===== src/rtl/exec_alu_cc.sv =====
`default_nettype none
// ============================================================================
// Module   : exec_alu_cc
// Purpose  : Y86 execute-stage datapath. It holds the ALU, the architectural
//            condition-code register {ZF,SF,OF}, jump/cmov condition
//            evaluation and the cmov destination squash.
// Ports    : clk_i, rst_i        - clock, synchronous active-high reset
//            E_icode_i/E_ifun_i  - instruction/function code in E
//            aluA_i/aluB_i/fun_i - ALU operands and ALU function
//            E_dstE_i            - destination register from decode
//            m_stat_i/W_stat_i   - status of the instructions in M and W
//            e_valE_o            - ALU result (combinational)
//            e_cnd_o             - condition result (1 unless JXX/CXX)
//            e_dstE_o            - dstE, forced to RNONE on a failed cmov
//            cc_o                - registered {ZF, SF, OF}
// Revision : 1.0 - initial release
// ============================================================================
module exec_alu_cc #(
    parameter int DATA_WIDTH = 64,
    parameter int STAT_W     = 4
) (
    input  logic                  clk_i,
    input  logic                  rst_i,
    input  logic [3:0]            E_icode_i,
    input  logic [3:0]            E_ifun_i,
    input  logic [DATA_WIDTH-1:0] aluA_i,
    input  logic [DATA_WIDTH-1:0] aluB_i,
    input  logic [3:0]            fun_i,
    input  logic [3:0]            E_dstE_i,
    input  logic [STAT_W-1:0]     m_stat_i,
    input  logic [STAT_W-1:0]     W_stat_i,
    output logic [DATA_WIDTH-1:0] e_valE_o,
    output logic                  e_cnd_o,
    output logic [3:0]            e_dstE_o,
    output logic [2:0]            cc_o
);

    // Instruction codes. CXX shares its encoding with RRMOVQ (unconditional
    // cmov); IXX is the immediate-arithmetic group, whose IRMOVQ member does
    // not touch the flags.
    localparam logic [3:0] c_icode_cxx  = 4'h2;
    localparam logic [3:0] c_icode_opq  = 4'h6;
    localparam logic [3:0] c_icode_jxx  = 4'h7;
    localparam logic [3:0] c_icode_ixx  = 4'hC;
    localparam logic [3:0] c_ifun_irmov = 4'h3;

    localparam logic [3:0] c_alu_add = 4'h0;
    localparam logic [3:0] c_alu_sub = 4'h1;
    localparam logic [3:0] c_alu_and = 4'h2;
    localparam logic [3:0] c_alu_xor = 4'h3;

    localparam logic [STAT_W-1:0] c_stat_aok = STAT_W'(1);
    localparam logic [3:0]        c_rnone    = 4'hF;
    localparam logic [2:0]        c_cc_reset = 3'b100;

    logic [DATA_WIDTH-1:0] w_val_e;
    logic                  w_zf;
    logic                  w_sf;
    logic                  w_of;
    logic                  w_sign_a;
    logic                  w_sign_b;
    logic                  w_set_cc;
    logic                  w_cond;
    logic                  w_lt;
    logic [2:0]            r_cc;

    // ALU; carries fall off the top (modulo 2^DATA_WIDTH)
    always_comb begin
        w_val_e = '0;
        case (fun_i)
            c_alu_add: w_val_e = aluA_i + aluB_i;
            c_alu_sub: w_val_e = aluA_i - aluB_i;
            c_alu_and: w_val_e = aluA_i & aluB_i;
            c_alu_xor: w_val_e = aluA_i ^ aluB_i;
            default:   w_val_e = '0;
        endcase
    end

    assign w_sign_a = aluA_i[DATA_WIDTH-1];
    assign w_sign_b = aluB_i[DATA_WIDTH-1];
    assign w_zf     = (w_val_e == '0);
    assign w_sf     = w_val_e[DATA_WIDTH-1];

    // Signed overflow: the result sign disagrees with aluA's sign while the
    // operand signs make overflow possible (equal for add, differing for sub).
    always_comb begin
        w_of = 1'b0;
        case (fun_i)
            c_alu_add: w_of = (w_sign_a == w_sign_b) && (w_sf != w_sign_a);
            c_alu_sub: w_of = (w_sign_a != w_sign_b) && (w_sf != w_sign_a);
            default:   w_of = 1'b0;
        endcase
    end

    // An excepting instruction further down the pipe blocks the flag write of
    // the instruction currently in E, for this cycle only.
    assign w_set_cc = ((E_icode_i == c_icode_opq) ||
                       ((E_icode_i == c_icode_ixx) && (E_ifun_i != c_ifun_irmov))) &&
                      (m_stat_i == c_stat_aok) && (W_stat_i == c_stat_aok);

    always_ff @(posedge clk_i) begin
        if (rst_i) begin
            r_cc <= c_cc_reset;
        end else if (w_set_cc) begin
            r_cc <= {w_zf, w_sf, w_of};
        end
    end

    assign cc_o = r_cc;

    // Conditions read the registered flags, so an instruction never sees
    // the flags it is producing itself.
    assign w_lt = r_cc[1] ^ r_cc[0];

    always_comb begin
        w_cond = 1'b0;
        case (E_ifun_i)
            4'd0:    w_cond = 1'b1;
            4'd1:    w_cond = w_lt | r_cc[2];
            4'd2:    w_cond = w_lt;
            4'd3:    w_cond = r_cc[2];
            4'd4:    w_cond = ~r_cc[2];
            4'd5:    w_cond = ~w_lt;
            4'd6:    w_cond = ~w_lt & ~r_cc[2];
            default: w_cond = 1'b0;
        endcase
    end

    assign e_valE_o = w_val_e;
    assign e_cnd_o  = ((E_icode_i == c_icode_jxx) || (E_icode_i == c_icode_cxx)) ? w_cond : 1'b1;
    assign e_dstE_o = ((E_icode_i == c_icode_cxx) && !w_cond) ? c_rnone : E_dstE_i;

endmodule
`default_nettype wire


===== config.mk =====
export PLATFORM = sky130hd
export DESIGN_NAME = exec_alu_cc
export DESIGN_NICKNAME = d
export VERILOG_FILES = /design/src/rtl/exec_alu_cc.sv
export SDC_FILE = /design/constraint.sdc
export NUM_CORES = 1
export LEC_CHECK = 0
export BUFFER_PORTS_ARGS = -buffer_cell sky130_fd_sc_hd__buf_2
export CORE_AREA = 2 2 189 98
export CTS_BUF_LIST = sky130_fd_sc_hd__clkbuf_8
export DETAILED_ROUTE_END_ITERATION = 7
export DIE_AREA = 0 0 191 100
export PLACE_DENSITY = 0.79
export SYNTH_ARGS = -nofsm -noshare
export SYNTH_HDL_FRONTEND = slang
export SYNTH_SLANG_ARGS = --single-unit

===== constraint.sdc =====
create_clock -name clk_i -period 12.1 [get_ports clk_i]
set_input_delay 1.21 -clock clk_i [delete_from_list [all_inputs] [get_ports clk_i]]
set_output_delay 1.21 -clock clk_i [all_outputs]
set_load 0.01 [all_outputs]

## After elaboration in Yosys (flattened, before gate mapping)

Cells that the tools add are included.

- Output and inout port bits: 72
- Register bits after elaboration: 3

- Reduce and logical (&&, ||, !) cells: 12
- Bitwise logic cells: 7
- Add/sub/neg operators: 2
- Eq/ne operators: 19
- Muxes and demuxes: 5

Operators by type and width:

| kind | count |
|---|---|
| one-hot mux 64 bit (4 select lines) | 1 |
| adder 64 bit | 1 |
| AND 64 bit | 1 |
| logical NOT 64 bit | 1 |
| subtractor 64 bit | 1 |
| bitwise XOR 64 bit | 1 |
| equality test 4 x 2 -> 1 bit (second input constant) | 5 |
| equality test 4 x 3 -> 1 bit (second input constant) | 5 |
| equality test 4 x 1 -> 1 bit (second input constant) | 4 |
| logical NOT 4 bit | 2 |
| one-hot mux 1 bit (7 select lines) | 1 |
| logical AND 1 bit | 6 |
| equality test 4 bit (second input constant) | 1 |
| two-way mux 4 bit | 1 |
| inequality test 4 x 2 -> 1 bit (second input constant) | 1 |
| logical OR 1 bit | 2 |
| inequality test 1 bit | 2 |
| inverter 1 bit | 2 |
| one-hot mux 1 bit (2 select lines) | 1 |
| AND 1 bit | 1 |
| equality test 1 bit | 1 |
| logical NOT 1 bit | 1 |
| two-way mux 1 bit | 1 |
| OR 1 bit | 1 |
| bitwise XOR 1 bit | 1 |

## Depth between registers and ports, before layout

Gate-level depths: netlist of run 1.

- Depth after elaboration: 7
- Gate-level depth with buffers: 26
- Depth with buffers taken out: 25

## Worst setup path after synthesis of run 1

Ideal clock, no wire load.

- Kind: input-to-output
- Start point: input fun_i[0]
- End point: output e_valE_o[50]
- Buffers on the path: 9
- Required time: 10.890 ns
- Slack: 4.343 ns
- Cell stages on the path: 20
- Data arrival time: 6.547 ns
- Path through: clkbuf_1 > clkbuf_1 > buf_6 > buf_2 > buf_1 > buf_1 > and3_1 > clkbuf_1 > a21oi_1 > xnor2_1 > ha_1 > clkbuf_1 > and2_1 > clkbuf_1 > nand3_1 > o21ai_1 > o22ai_1 > a2111oi_0 > nor3_1 > o32ai_1

- Longest elaborated chain between the ends: 2

Ends and longest elaborated chain:

| item | line | source |
|---|---|---|
| start: declaration | 28 | `input logic [3:0] fun_i,` |
| equality test 4 x 2 -> 1 bit, or another cell as far along | 70 | `case (fun_i)` |
| one-hot mux 64 bit (4 select lines) (*) | 70 |  |
| end: declaration | 32 | `output logic [DATA_WIDTH-1:0] e_valE_o,` |

Mark *: on every way between the ends. The rest lies on a longest branch, timed or not.

## Worst setup path in the final report of run 1

- Start point: input fun_i[1]
- End point: output e_valE_o[57]

The elaborated chain is that of the path after synthesis.

==> report_table.html, run 1 <==
<table>
<tr><th>Metric</th><th>Value</th></tr>
<tr><th colspan="2">Finish</th></tr>
<tr><td>Ratio of cells with drive above 1 in the final layout</td><td>0.223</td></tr>
<tr><td>Commonest cells after routing, fill and taps aside</td><td>224 x sky130_fd_sc_hd__buf_2, 128 x sky130_fd_sc_hd__ha_1, 116 x sky130_fd_sc_hd__a21oi_1</td></tr>
<tr><td>Leading cell type in the layout, fill and taps excluded</td><td>sky130_fd_sc_hd__buf_2</td></tr>
<tr><td>Max FFs per register</td><td>3</td></tr>
<tr><td>Design Area, Final</td><td>9760 sq um</td></tr>
<tr><td>Nets</td><td>1669</td></tr>
<tr><td>Synth-to-Final Area Change</td><td>14.0%</td></tr>
<tr><th colspan="2">Clock tree</th></tr>
<tr><td>Count of H-tree levels built during CTS</td><td>1</td></tr>
<tr><td>Later-pin clock latency in the skew report</td><td>210 ps</td></tr>
<tr><td>Quantity of gates resized following cts</td><td>0</td></tr>
<tr><td>CTS clk-pin slew, worst paths</td><td>30 ps</td></tr>
<tr><td>Root cell of the clock tree</td><td>sky130_fd_sc_hd__clkbuf_8</td></tr>
<tr><td>Largest buffer count on any clock path</td><td>2</td></tr>
<tr><td>Number of post-CTS setup repair buffers</td><td>0</td></tr>
<tr><td>Number of buffers inserted for hold repair after clock tree synthesis</td><td>0</td></tr>
<tr><td>TritonCTS buffer count</td><td>3</td></tr>
<tr><td>Clock Sinks</td><td>3</td></tr>
<tr><td>TritonCTS clock tree</td><td>built</td></tr>
<tr><th colspan="2">Run status</th></tr>
<tr><td>Status</td><td>complete, but fails checks</td></tr>
<tr><td>Violated checks</td><td>capacitance limit, slew limit</td></tr>
<tr><th colspan="2">Critical path</th></tr>
<tr><td>Path depth of the worst reg2reg path</td><td>2</td></tr>
<tr><td>Register-to-register setup slack</td><td>11430 ps</td></tr>
<tr><td>End of the worst register-to-register path</td><td>cc_o[0]$_SDFFE_PP0P_</td></tr>
<tr><td>Worst Setup SP</td><td>fun_i[1]</td></tr>
<tr><td>Startpoint of the worst register-to-register path</td><td>cc_o[0]$_SDFFE_PP0P_</td></tr>
<tr><td>CP max FO</td><td>31</td></tr>
<tr><td>Crit path capture type</td><td>primary output</td></tr>
<tr><td>Critical path required time</td><td>10890 ps</td></tr>
<tr><td>Critical path data arrival time</td><td>7590 ps</td></tr>
<tr><td>Crit Path Class</td><td>input port to primary output</td></tr>
<tr><td>CP Launch Type</td><td>input port</td></tr>
<tr><th colspan="2">Synth</th></tr>
<tr><td>Most frequently used flop master after synthesis</td><td>sky130_fd_sc_hd__dfxtp_1</td></tr>
<tr><td>Total of warnings raised by yosys</td><td>0</td></tr>
<tr><td>#FFs+latches synth</td><td>3</td></tr>
<tr><td>Share of the yosys chip area belonging to registers</td><td>0.00702</td></tr>
<tr><td>Proportion of register bits with asynchronous set or reset after synthesis</td><td>0</td></tr>
<tr><td>Syn_nets</td><td>1495</td></tr>
<tr><td>Number of enable flip-flop cells after synthesis</td><td>0</td></tr>
<tr><td>Cell count after synthesis</td><td>1212</td></tr>
<tr><td>Combined area of all synthesized cells</td><td>8560 sq um</td></tr>
<tr><td>Number of distinct library cells after synthesis</td><td>90</td></tr>
<tr><td>Avg Inst Size Synth</td><td>7.06 sq um</td></tr>
<tr><th colspan="2">Timing</th></tr>
<tr><td>Setup-violating endpoint count in the final report</td><td>0</td></tr>
<tr><td>RSZ-0062 raised after global routing</td><td>no</td></tr>
<tr><td>Final number of hold-violating endpoints</td><td>0</td></tr>
<tr><td>Crit path time final</td><td>8800 ps</td></tr>
<tr><td>Final setup TNS</td><td>0 ps</td></tr>
<tr><td>Final worst slack</td><td>3300 ps</td></tr>
<tr><td>Final worst path period share</td><td>0.727</td></tr>
<tr><td>Worst clock skew</td><td>0 ps</td></tr>
<tr><td>Fmax</td><td>114 MHz</td></tr>
<tr><td>Transition time at the pin with the least slew margin</td><td>1510 ps</td></tr>
<tr><td>Worst hold slack</td><td>562 ps</td></tr>
<tr><td>Final slew viol count</td><td>3</td></tr>
<tr><td>Rel. slew slack</td><td>-0.0320</td></tr>
<tr><th colspan="2">Routing</th></tr>
<tr><td>Final routed DRC violation total</td><td>0</td></tr>
<tr><td>Initial drt markers</td><td>1196</td></tr>
<tr><td>Drt via density</td><td>6.71</td></tr>
<tr><td>Routed length per instance</td><td>24.0 um</td></tr>
<tr><td>Number of detailed-route iterations in the first pass</td><td>8</td></tr>
<tr><td>Vias after detailed routing</td><td>10931</td></tr>
<tr><td>Post-DRT Antenna Nets</td><td>0</td></tr>
<tr><td>Total Wirelength</td><td>39200 um</td></tr>
<tr><th colspan="2">Power</th></tr>
<tr><td>Static leakage power</td><td>4.63 nW</td></tr>
<tr><td>Total power density per cell area</td><td>59.1 nW/um^2</td></tr>
<tr><td>Worst-case vdd ir drop</td><td>0.0297 mV</td></tr>
<tr><th colspan="2">Global routing</th></tr>
<tr><td>Largest net degree at the start of global routing</td><td>43</td></tr>
<tr><td>Wire length of the first global-routing pass</td><td>56600 um</td></tr>
<tr><td>Via count of the first global-routing pass</td><td>9422</td></tr>
<tr><td>Antenna violations before repair</td><td>3</td></tr>
<tr><td>Total routing resource utilization after global routing</td><td>0.388</td></tr>
<tr><td>Grt total ovfl</td><td>0</td></tr>
<tr><th colspan="2">Worst hold path</th></tr>
<tr><td>Startpoint of the tightest hold check path</td><td>cc_o[1]$_SDFFE_PP0P_</td></tr>
<tr><td>Hold path endpoint</td><td>cc_o[1]$_SDFFE_PP0P_</td></tr>
<tr><td>Number of cells on the worst hold path</td><td>2</td></tr>
<tr><td>Worst hold path type</td><td>flop to flop</td></tr>
<tr><th colspan="2">Floorplan</th></tr>
<tr><td>Die width</td><td>191 um</td></tr>
<tr><td>Full die area</td><td>19100 sq um</td></tr>
<tr><td>Top-level I/O count</td><td>226</td></tr>
<tr><td>Placeable Area</td><td>17700 sq um</td></tr>
<tr><td>Row count</td><td>35</td></tr>
<tr><td>Overall die height</td><td>100 um</td></tr>
<tr><td>Starting density of the core</td><td>0.483</td></tr>
<tr><th colspan="2">Placed design</th></tr>
<tr><td>Worst slack at placement</td><td>3640 ps</td></tr>
<tr><td>Routability congestion estimate from global placement</td><td>1.11</td></tr>
<tr><td>Hpwl dp</td><td>32600 um</td></tr>
<tr><td>Input/output buffers</td><td>225</td></tr>
<tr><td>Placed cell area</td><td>9710 sq um</td></tr>
<tr><th colspan="2">Job</th></tr>
<tr><td>Maximum Capacitance Violations</td><td>1</td></tr>
</table>
-- through the flow --
| step | total power [mW] | instances | util |
|---|---|---|---|
| 3_5_place_dp | 0.521 | 1621 | 0.547 |
| 3_3_place_gp | 0.521 | 1621 | 0.547 |
| 2_1_floorplan | 0.348 | 1212 | - |
| 5_1_grt | 0.613 | 1626 | 0.550 |
| 4_1_cts | 0.553 | 1625 | 0.550 |
| 6_report | 0.576 | 1628 | 0.550 |
-- cell families after synthesis --
logic type	after synthesis	synth area share
XOR/XNOR	100	0.103
buffers and inverters	95	0.0541
AND/OR/NAND/NOR	426	0.265
flip-flops	3	0.00702
multiplexers	67	0.0813
AO/OA/AOI/OAI	392	0.300
adder cells (fa/ha/maj)	129	0.189
-- layout make-up --
type / count / area [sq um]
Timing Repair Buffer: 233 / 1190
Tap cell: 240 / 300
Clock buffer: 3 / 41.3
Sequential cell: 3 / 60.1
Clock inverter: 1 / 3.75
Antenna cell: 3 / 7.51
Multi-Input combinational cell: 1114 / 8040
Inverter: 31 / 116
Fill cell: 1786 / 7980
-- critical path: stages --
cell and delay (ps):
sky130_fd_sc_hd__buf_2 520, sky130_fd_sc_hd__clkinv_1 750, sky130_fd_sc_hd__and3_1 610, sky130_fd_sc_hd__a21oi_1 250, sky130_fd_sc_hd__xnor2_1 90, sky130_fd_sc_hd__ha_1 420, sky130_fd_sc_hd__nand2_1 180, sky130_fd_sc_hd__a2111oi_0 1290
sky130_fd_sc_hd__nor3_1 220, sky130_fd_sc_hd__o32ai_1 540, sky130_fd_sc_hd__o31ai_1 260, sky130_fd_sc_hd__o21ai_0 570, sky130_fd_sc_hd__a21oi_1 160, sky130_fd_sc_hd__xor2_1 170, sky130_fd_sc_hd__o22ai_1 160, sky130_fd_sc_hd__buf_2 170
-- synthesized netlist by cell type (all sizes together), types with 5 or more instances --
master / count / area share
or2: 12 / 0.0088
and4: 6 / 0.0063
nand4b: 5 / 0.0051
o21bai: 14 / 0.012
nand2: 105 / 0.046
nor3b: 5 / 0.0044
nand4: 38 / 0.028
ha: 128 / 0.19
inv: 30 / 0.013
a211oi: 14 / 0.012
xnor2: 54 / 0.056
o32ai: 6 / 0.0061
xor2: 46 / 0.047
o31ai: 17 / 0.015
and3: 8 / 0.0060
mux2i: 47 / 0.055
buf: 9 / 0.0064
a21oi: 119 / 0.071
o41ai: 8 / 0.010
nor4: 13 / 0.011
o22ai: 22 / 0.016
clkbuf: 54 / 0.033
nand3: 19 / 0.013
a21o: 37 / 0.032
o21ai: 69 / 0.040
a31oi: 15 / 0.012
nor2b: 8 / 0.0058
or3: 26 / 0.020
nand2b: 10 / 0.0073
mux2: 20 / 0.026
or4: 21 / 0.021
o21a: 14 / 0.012
o211ai: 11 / 0.0096
o221ai: 5 / 0.0051
nor2: 99 / 0.045
nor3: 35 / 0.022
-- how the worst max path moves through the flow --
stage	slack (ps)	to	depth (start not counted)
detailed placement	3640	e_valE_o[57]	23
global placement	3700	e_valE_o[57]	16
floorplan	4340	e_valE_o[50]	20
global route	3150	e_valE_o[57]	16
finish	3300	e_valE_o[57]	16
CTS	3620	e_valE_o[61]	23
-- where the power goes --
| part | leakage (nW) | internal, mW | switching [mW] |
|---|---|---|---|
| sequential | 0.0242 | 0.00997 | 0.00000344 |
| clock | 0.0269 | 0.0216 | 0.00700 |
| combinational | 4.58 | 0.198 | 0.340 |
| total | 4.63 | 0.229 | 0.347 |
-- layer usage --
metal / up-vias / wire (um) / track usage
met5: - / 0 / 0
met4: 0 / 617 / 0.0638
met3: 52 / 6580 / 0.157
met2: 810 / 14300 / 0.512
met1: 5079 / 17600 / 0.578
li1: 4990 / - / -
(Power assumes the default switching activity.)
==> run 2: changes to the inputs <==
- PLACE_DENSITY: 0.79 -> 0.82
- clock period: 12.1 -> 7.3 ns (I/O delays scaled with it)
==> run 2 against run 1 <==
Compared with the run above: the flow now finishes without violations; design area rose by 3.2%; die area did not move; clock power rose by 70%; first-iteration DRC count rose by 16%; clock skew did not move; sequential power rose by 65%; count of clock-buffer cells in the layout did not move; highest routed layer unchanged.
==> report_table.html, run 2 (synthesized netlist as in run 1, its figures left out) <==
<table>
<tr><th>Metric</th><th>Value</th></tr>
<tr><th colspan="2">Worst hold path</th></tr>
<tr><td>Startpoint of the tightest hold check path</td><td>cc_o[0]$_SDFFE_PP0P_</td></tr>
<tr><td>Hold path endpoint</td><td>cc_o[0]$_SDFFE_PP0P_</td></tr>
<tr><td>Number of cells on the worst hold path</td><td>2</td></tr>
<tr><td>Worst hold path type</td><td>flop to flop</td></tr>
<tr><th colspan="2">Global routing</th></tr>
<tr><td>Antenna violations before repair</td><td>2</td></tr>
<tr><td>Total routing resource utilization after global routing</td><td>0.403</td></tr>
<tr><td>Grt total ovfl</td><td>0</td></tr>
<tr><td>Via count of the first global-routing pass</td><td>9979</td></tr>
<tr><td>Wire length of the first global-routing pass</td><td>59200 um</td></tr>
<tr><td>Largest net degree at the start of global routing</td><td>44</td></tr>
<tr><th colspan="2">Routing</th></tr>
<tr><td>Final routed DRC violation total</td><td>0</td></tr>
<tr><td>Initial drt markers</td><td>1391</td></tr>
<tr><td>Vias after detailed routing</td><td>11085</td></tr>
<tr><td>Drt via density</td><td>6.67</td></tr>
<tr><td>Post-DRT Antenna Nets</td><td>0</td></tr>
<tr><td>Number of detailed-route iterations in the first pass</td><td>6</td></tr>
<tr><td>Total Wirelength</td><td>39900 um</td></tr>
<tr><td>Routed length per instance</td><td>24.0 um</td></tr>
<tr><th colspan="2">Finish</th></tr>
<tr><td>Nets</td><td>1706</td></tr>
<tr><td>Commonest cells after routing, fill and taps aside</td><td>224 x sky130_fd_sc_hd__buf_2, 128 x sky130_fd_sc_hd__ha_1, 115 x sky130_fd_sc_hd__a21oi_1</td></tr>
<tr><td>Leading cell type in the layout, fill and taps excluded</td><td>sky130_fd_sc_hd__buf_2</td></tr>
<tr><td>Fin cells</td><td>1663</td></tr>
<tr><td>Ratio of cells with drive above 1 in the final layout</td><td>0.248</td></tr>
<tr><td>Design Area, Final</td><td>10100 sq um</td></tr>
<tr><td>Final-layout fill cell count</td><td>1790</td></tr>
<tr><td>Multi-input combinational cell area</td><td>8080 sq um</td></tr>
<tr><td>Synth-to-Final Area Change</td><td>17.7%</td></tr>
<tr><td>Max FFs per register</td><td>3</td></tr>
<tr><td>Area taken by flip-flops and latches</td><td>60.1 sq um</td></tr>
<tr><th colspan="2">Clock tree</th></tr>
<tr><td>Number of buffers inserted for hold repair after clock tree synthesis</td><td>0</td></tr>
<tr><td>TritonCTS buffer count</td><td>3</td></tr>
<tr><td>Clock Sinks</td><td>3</td></tr>
<tr><td>Root cell of the clock tree</td><td>sky130_fd_sc_hd__clkbuf_8</td></tr>
<tr><td>Count of H-tree levels built during CTS</td><td>1</td></tr>
<tr><td>Number of post-CTS setup repair buffers</td><td>0</td></tr>
<tr><td>Later-pin clock latency in the skew report</td><td>220 ps</td></tr>
<tr><td>CTS clk-pin slew, worst paths</td><td>30 ps</td></tr>
<tr><td>TritonCTS clock tree</td><td>built</td></tr>
<tr><td>Largest buffer count on any clock path</td><td>2</td></tr>
<tr><th colspan="2">Timing</th></tr>
<tr><td>Setup-violating endpoint count in the final report</td><td>0</td></tr>
<tr><td>Crit path time final</td><td>7080 ps</td></tr>
<tr><td>Final worst path period share</td><td>0.970</td></tr>
<tr><td>Rel. slew slack</td><td>0.267</td></tr>
<tr><td>Worst clock skew</td><td>0 ps</td></tr>
<tr><td>Fmax</td><td>141 MHz</td></tr>
<tr><td>Final number of hold-violating endpoints</td><td>0</td></tr>
<tr><td>Final setup TNS</td><td>0 ps</td></tr>
<tr><td>RSZ-0062 raised after global routing</td><td>no</td></tr>
<tr><td>Final slew viol count</td><td>0</td></tr>
<tr><td>Transition time at the pin with the least slew margin</td><td>1100 ps</td></tr>
<tr><th colspan="2">Placed design</th></tr>
<tr><td>Number of instances in the placed design</td><td>1658</td></tr>
<tr><td>Routability congestion estimate from global placement</td><td>1.06</td></tr>
<tr><td>Input/output buffers</td><td>225</td></tr>
<tr><td>Hpwl dp</td><td>33100 um</td></tr>
<tr><td>Placed cell area</td><td>9980 sq um</td></tr>
<tr><th colspan="2">Floorplan</th></tr>
<tr><td>Die width</td><td>191 um</td></tr>
<tr><td>Full die area</td><td>19100 sq um</td></tr>
<tr><td>Starting density of the core</td><td>0.483</td></tr>
<tr><td>Top-level I/O count</td><td>226</td></tr>
<tr><td>Overall die height</td><td>100 um</td></tr>
<tr><td>Row count</td><td>35</td></tr>
<tr><td>Placeable Area</td><td>17700 sq um</td></tr>
<tr><th colspan="2">Critical path</th></tr>
<tr><td>Crit path capture type</td><td>flop</td></tr>
<tr><td>Crit Path Class</td><td>input port to flop</td></tr>
<tr><td>Critical path required time</td><td>7460 ps</td></tr>
<tr><td>CP Launch Type</td><td>input port</td></tr>
<tr><td>Path depth of the worst reg2reg path</td><td>2</td></tr>
<tr><td>End of the worst register-to-register path</td><td>cc_o[2]$_SDFFE_PP1P_</td></tr>
<tr><td>Startpoint of the worst register-to-register path</td><td>cc_o[2]$_SDFFE_PP1P_</td></tr>
<tr><td>CP max FO</td><td>7</td></tr>
<tr><td>Register-to-register setup slack</td><td>6410 ps</td></tr>
<tr><td>Critical path data arrival time</td><td>7240 ps</td></tr>
<tr><th colspan="2">Power</th></tr>
<tr><td>Worst-case vdd ir drop</td><td>0.0447 mV</td></tr>
<tr><td>Total power density per cell area</td><td>97.9 nW/um^2</td></tr>
<tr><td>Static leakage power</td><td>4.82 nW</td></tr>
<tr><th colspan="2">Run status</th></tr>
<tr><td>Status</td><td>complete, no violations</td></tr>
<tr><th colspan="2">Job</th></tr>
<tr><td>Maximum Capacitance Violations</td><td>0</td></tr>
</table>
==> run 2: cell count changes in the layout (fill, tap and decap cells not counted), moves of 2 or more <==
cell / before / now
sky130_fd_sc_hd__o21ai_1: 1 / 4
sky130_fd_sc_hd__diode_2: 3 / 1
sky130_fd_sc_hd__o21ai_0: 68 / 65
sky130_fd_sc_hd__buf_4: 9 / 46
==> run 2: per-layer routing <==
metal | vias to the layer above | routed length, um | GRT usage
met2 | 799 | 15000 | 0.547
met3 | 70 | 6400 | 0.137
met1 | 5161 | 17700 | 0.603
met5 | - | 0 | 0
li1 | 5055 | - | -
met4 | 0 | 800 | 0.0781
==> run 2: metrics by stage <==
step	hold slack (ps)	power, mW	util	worst slack, ps
after floorplan	543	0.577	-	419
after global placement	525	0.881	0.563	211
after detailed placement	536	0.890	0.563	32.3
after CTS	540	0.943	0.566	120
after global routing	553	1.05	0.568	37.8
final	540	0.986	0.568	220
==> run 2: report_power, final <==
group / internal, mW / switching, mW / total [mW]
sequential: 0.0165 / 0.00000841 / 0.0165
clock: 0.0359 / 0.0128 / 0.0487
combinational: 0.349 / 0.572 / 0.921
==> run 2: area by class of cell <==
type | count | area share
well taps | 240 | 0.0298
diodes | 1 | 0.000248
inverters | 31 | 0.0116
clock buffers | 3 | 0.00410
repair buffers | 270 | 0.146
flip-flops and latches | 3 | 0.00596
clock inverters | 1 | 0.000373
multi-input cells | 1114 | 0.802
==> run 2: worst max-delay path, cell delays in order <==
cell and delay (ps):
sky130_fd_sc_hd__buf_2 130, sky130_fd_sc_hd__or4_4 580, sky130_fd_sc_hd__or4_4 510, sky130_fd_sc_hd__nor2_8 170
sky130_fd_sc_hd__nand3_4 120, sky130_fd_sc_hd__nor2_1 200, sky130_fd_sc_hd__nand2_1 220, sky130_fd_sc_hd__or4_1 480
sky130_fd_sc_hd__or3_1 360, sky130_fd_sc_hd__nand2_1 100, sky130_fd_sc_hd__xor2_1 70, sky130_fd_sc_hd__ha_1 440
sky130_fd_sc_hd__nand4_1 260, sky130_fd_sc_hd__nor2_1 230, sky130_fd_sc_hd__a21oi_1 80, sky130_fd_sc_hd__o21ai_0 150
sky130_fd_sc_hd__mux2_2 380, sky130_fd_sc_hd__or4_1 580, sky130_fd_sc_hd__nand4bb_1 310, sky130_fd_sc_hd__or4_2 710
sky130_fd_sc_hd__nor4_2 190, sky130_fd_sc_hd__nand4b_1 130, sky130_fd_sc_hd__nand2_1 100
==> run 2: repair_timing <==
| item | 4_1_cts | 5_1_grt |
|---|---|---|
| endpoints found under the hold margin | 0 | 0 |
| setup endpoints to repair | 0 | 12 |
| resized for setup | 0 | 10 |
==> run 2: how the worst max path moves through the flow <==
stage | depth (start not counted) | from | end
2_1_floorplan | 23 | fun_i[0] | cc_o[2]$_SDFFE_PP1P_
3_3_place_gp | 25 | aluB_i[17] | cc_o[2]$_SDFFE_PP1P_
3_5_place_dp | 25 | aluB_i[17] | cc_o[2]$_SDFFE_PP1P_
4_1_cts | 23 | aluB_i[17] | e_valE_o[60]
5_1_grt | 21 | aluB_i[17] | e_valE_o[56]
6_report | 23 | aluB_i[17] | cc_o[2]$_SDFFE_PP1P_
